<file path="src/rtl/wb_pipe_stage.sv">
// Two-entry in-order writeback buffer with retire counter.
// Optional sub-word load extension is enabled by defining WB_LOAD_EXT_EN.
module wb_pipe_stage #(
    parameter int WIDTH      = 16,
    parameter int DATA_WIDTH = 16,
    parameter int RF_WIDTH   = 3,
    parameter int CNT_WIDTH  = 16
) (
    input  logic                  clk,
    input  logic                  reset,
    input  logic                  in_valid,
    output logic                  in_ready,
    input  logic [WIDTH-1:0]      instrIn,
    input  logic [RF_WIDTH-1:0]   writeAddrIn,
    input  logic                  RFWriteEnIn,
    input  logic [DATA_WIDTH-1:0] aluResIn,
    input  logic [DATA_WIDTH-1:0] MEMReadData,
    input  logic                  LDSel,
    input  logic [1:0]            ldSize,
    input  logic                  ldSigned,
    input  logic                  flush,
    output logic                  out_valid,
    input  logic                  out_ready,
    output logic [WIDTH-1:0]      instrOut,
    output logic [RF_WIDTH-1:0]   writeAddrOut,
    output logic                  RFWriteEnOut,
    output logic [DATA_WIDTH-1:0] aluResOut,
    output logic [CNT_WIDTH-1:0]  retireCount
);

    logic [1:0]            cnt_q, cnt_d;
    logic                  wptr_q, wptr_d;
    logic                  rptr_q, rptr_d;
    logic [CNT_WIDTH-1:0]  retire_q, retire_d;

    logic [WIDTH-1:0]      instr_q [2];
    logic [RF_WIDTH-1:0]   addr_q  [2];
    logic [1:0]            we_q;
    logic [DATA_WIDTH-1:0] data_q  [2];

    logic [DATA_WIDTH-1:0] ld_data;
    logic [DATA_WIDTH-1:0] sel_data;
    logic                  push;
    logic                  pop;

`ifdef WB_LOAD_EXT_EN
    always_comb begin
        ld_data = MEMReadData;
        case (ldSize)
            2'b00: ld_data = ldSigned ? DATA_WIDTH'($signed(MEMReadData[7:0]))
                                      : DATA_WIDTH'(MEMReadData[7:0]);
            2'b01: ld_data = ldSigned ? DATA_WIDTH'($signed(MEMReadData[15:0]))
                                      : DATA_WIDTH'(MEMReadData[15:0]);
            default: ld_data = MEMReadData;
        endcase
    end
`else
    logic unused_ld_ctrl;
    assign unused_ld_ctrl = ^{ldSize, ldSigned};
    assign ld_data        = MEMReadData;
`endif

    assign sel_data = LDSel ? ld_data : aluResIn;

    // Outputs are gated so that an empty buffer or held reset presents all zeros.
    assign in_ready  = reset & ~flush & (cnt_q != 2'd2);
    assign out_valid = reset & (cnt_q != 2'd0);
    assign push      = in_valid & in_ready;
    assign pop       = out_valid & out_ready & ~flush;

    assign instrOut     = out_valid ? instr_q[rptr_q] : '0;
    assign writeAddrOut = out_valid ? addr_q[rptr_q]  : '0;
    assign aluResOut    = out_valid ? data_q[rptr_q]  : '0;
    assign RFWriteEnOut = out_valid & we_q[rptr_q];
    assign retireCount  = retire_q;

    always_comb begin
        cnt_d    = cnt_q;
        wptr_d   = wptr_q;
        rptr_d   = rptr_q;
        retire_d = retire_q;
        if (flush) begin
            cnt_d  = '0;
            wptr_d = 1'b0;
            rptr_d = 1'b0;
        end else begin
            if (push) begin
                wptr_d = ~wptr_q;
            end
            if (pop) begin
                rptr_d = ~rptr_q;
                if (we_q[rptr_q]) begin
                    retire_d = retire_q + 1'b1;
                end
            end
            case ({push, pop})
                2'b10:   cnt_d = cnt_q + 2'd1;
                2'b01:   cnt_d = cnt_q - 2'd1;
                default: cnt_d = cnt_q;
            endcase
        end
    end

    always_ff @(posedge clk) begin
        if (!reset) begin
            cnt_q    <= '0;
            wptr_q   <= 1'b0;
            rptr_q   <= 1'b0;
            retire_q <= '0;
        end else begin
            cnt_q    <= cnt_d;
            wptr_q   <= wptr_d;
            rptr_q   <= rptr_d;
            retire_q <= retire_d;
        end
    end

    // Payload storage needs no reset: it is only observed through cnt_q.
    always_ff @(posedge clk) begin
        if (push) begin
            instr_q[wptr_q] <= instrIn;
            addr_q[wptr_q]  <= writeAddrIn;
            we_q[wptr_q]    <= RFWriteEnIn;
            data_q[wptr_q]  <= sel_data;
        end
    end

endmodule

</file>
<file path="config.mk">
export PLATFORM = sky130hd
export DESIGN_NAME = wb_pipe_stage
export DESIGN_NICKNAME = d
export VERILOG_FILES = /design/src/rtl/wb_pipe_stage.sv
export SDC_FILE = /design/constraint.sdc
export NUM_CORES = 1
export LEC_CHECK = 0
export CORE_UTILIZATION = 47
export DETAILED_ROUTE_END_ITERATION = 10
export PLACE_DENSITY = 0.8
export SLEW_MARGIN = 20
export SYNTH_ARGS = -nofsm -noshare
export SYNTH_HDL_FRONTEND = slang
export SYNTH_SLANG_ARGS = --single-unit
</file>
<file path="constraint.sdc">
create_clock -name clk -period 3.6 [get_ports clk]
set_input_delay 0.36 -clock clk [delete_from_list [all_inputs] [get_ports clk]]
set_output_delay 0.36 -clock clk [all_outputs]
set_load 0.05 [all_outputs]
</file>
==> flow_summary.ini <==
[placed_design]
dpl_cell_area_mm2 = 0.00516
dp_hpwl_um = 5560
portBuffers = 111
post-place-ws_ns = 0.718
routabilityCongestion = 0.717

[clocking]
cts_hold_buf = 0
cts_inserted_buffers = 9
insertion_delay_ns = 0.35
clkSinkCount = 93
post_cts_buffers = 0
post_cts_resized = 0
clkTransAtPathRegs_ns = 0.09
root_buffer = clkbuf_8
htreeDepth = 3
clockBufferDepth = 2
cts_tree = done

[yosys]
synth_edf_count = 72
yosysTopAreaCell = edfxtp_1
ys_types = 34
yosys-top-cells-count = edfxtp_1, mux2i_1, nor2_1, dfxtp_1, mux2_2
syn_area_per_cell_um2 = 13.7
synth_seq_cells = 93
synth_top_area_frac = 0.558
ys_top_cells_by_area = edfxtp_1, mux2i_1, dfxtp_1
syn_area_mm2 = 0.00388
syn-num-nets = 347
yosysSeqAreaShare = 0.666
synthArstFlopShare = 0
yosysMostFrequentCell = edfxtp_1
synth_cells = 284
yosys_most_used_dff = edfxtp_1
yosys_warnings = 0

[layout]
final_area_mm2 = 0.00535
fillers = 605
fin_util = 0.682
fin_nets = 460
antenna_cells = 0
areaGrowthSynthToFinish_pct = 38.0
post_route_cells_drive_above_1_share = 0.102

[drt]
firstDrtPassIters = 4
drc = 0
wirelength_um = 7850
vias_per_cell = 5.14
drt_iter0_markers = 86
wire_per_inst_um = 15.6
num_vias = 2592
ant_nets = 0

[die]
die_x_um = 92.8
die_area_mm2 = 0.00862
start_util = 0.494
fp.dieH_um = 92.8
num_rows = 32
pin_count = 115
core-area_mm2 = 0.00785

[grt]
grt_start_max_net_pins = 28
grt_overflow_total = 0
grt_pass1_wl_um = 12200
grt_pass1_vias = 2626
antenna_found_initial = 0
track_usage = 0.186

[timing]
finalSetupTns_ns = 0
fin_skew_ns = 0.0135
setup_viol = 0
slew_violations = 0
timing.final.crit_share = 0.778
worst_slack_ns = 0.800
fmax_ghz = 0.357
timing.slew.headroom = 0.392
hold_viol = 0
rsz0062_at_grt = false
worst_pin_slew_ns = 0.903
period_needed_ns = 2.80

[setup_path]
crit_top_cell = clkdlybuf4s50_1
critPathSlowestCell = clkdlybuf4s50_1
start_kind = primary input
crit_path_cell_trace = clkdlybuf4s50_1, buf_4, nand2b_1, a21oi_1, clkdlybuf4s50_1
arrival_ns = 2.44
cp.required_ns = 3.24
r2r-start = cnt_q[0]$_SDFFE_PP0P_
path_class = in2out
cp_max_fo = 22
endpoint_kind = primary output
cp-startpoint = reset
max_stage_delay_ns = 0.83

[worst_hold_path]
min_from = retireCount[14]$_SDFFE_PN0P_
hold_path.class = reg2reg

[job]
maxCapViolCount = 0

[pwr]
worst_ir_drop_vdd_uv = 261
power_density_mw_per_mm2 = 377
p_leak_nw = 1.75

[run_status]
status = completed
-- where the power goes --
part | leakage [nW] | switching [mW] | total (mW) | internal [mW]
clock | 0.0981 | 0.361 | 0.686 | 0.325
sequential | 0.824 | 0.00488 | 1.18 | 1.17
combinational | 0.828 | 0.0642 | 0.152 | 0.0875
-- cell families (layout without fill, tap and decap cells) --
family                   after synthesis  count (layout)  share of synthesized area
multiplexers                          60              60                      0.160
AO/OA/AOI/OAI                         16              16                     0.0265
adder cells (fa/ha/maj)                2               2                    0.00645
buffers and inverters                 19             137                     0.0190
AND/OR/NAND/NOR                       87              87                      0.106
XOR/XNOR                               7               7                     0.0158
flip-flops                            93              93                      0.666
-- final cells by class --
type / instances / area (µm²) / area share
multi-input combinational: 172 / 1240 / 0.232
inverter: 5 / 18.8 / 0.00351
tap: 102 / 128 / 0.0238
sequential: 93 / 2580 / 0.483
clock inverter: 7 / 72.6 / 0.0136
clock buffer: 9 / 124 / 0.0231
timing repair buffer: 116 / 1190 / 0.222
-- state kept, by name, summed over array words and instances, names as in the netlist, named ones only --
signal       count
we_q             2
instr_q         32
cnt_q            2
data_q          32
addr_q           6
wptr_q           1
retireCount     16
rptr_q           1
-- routing by layer --
layer  track usage  wire [µm]
met3        0.0411        326
met4        0.0744        122
met5             0          0
met2         0.339       4280
met1         0.210       3110
-- cells in the final DEF, fill, tap and decap left out, types with 2 or more instances in the layout --
cell / synthesis / layout
a21boi_1: 5 / 5
a21oi_1: 2 / 2
and2_1: 3 / 3
and4_1: 2 / 2
buf_12: 0 / 3
buf_4: 0 / 2
clkbuf_8: 0 / 9
clkdlybuf4s50_1: 0 / 111
dfxtp_1: 21 / 20
edfxtp_1: 72 / 72
ha_1: 2 / 2
inv_1: 5 / 5
inv_6: 0 / 3
mux2_2: 16 / 16
mux2i_1: 44 / 44
nand2_1: 11 / 11
nand2b_1: 5 / 5
nand3_1: 5 / 5
nand4_1: 4 / 4
nor2_1: 43 / 41
nor2_4: 0 / 2
nor4_1: 2 / 2
o21ai_0: 5 / 5
o21ai_2: 1 / 2
or3_1: 5 / 5
or4_1: 2 / 2
xnor2_1: 3 / 3
xor2_1: 4 / 4
-- path summary, 6_finish.rpt --
kind                                        to  slack, ns  cells after the start
setup / recovery                      in_ready       0.80                      5
hold / removal    retireCount[14]$_SDFFE_PN0P_       0.50                      2
hold reg to reg   retireCount[14]$_SDFFE_PN0P_       0.50                      2
setup reg to reg  retireCount[15]$_SDFFE_PN0P_       1.53                      4
-- critical path: cells and delay by family --
| kind | cells | cell delay, ns |
|---|---|---|
| AOI/OAI and AO/OA | 1 | 0.21 |
| buffers and inverters | 3 | 1.59 |
| and+or+nand+nor | 1 | 0.26 |
-- stage by stage --
step / hold slack (ns) / instances / power, mW
floorplan: 0.459 / 284 / 1.27
global placement: 0.464 / 488 / 1.35
detailed placement: 0.488 / 488 / 1.35
CTS: 0.502 / 504 / 2.03
global route: 0.525 / 504 / 2.08
finish: 0.500 / 504 / 2.02
(Power assumes the default switching activity.)
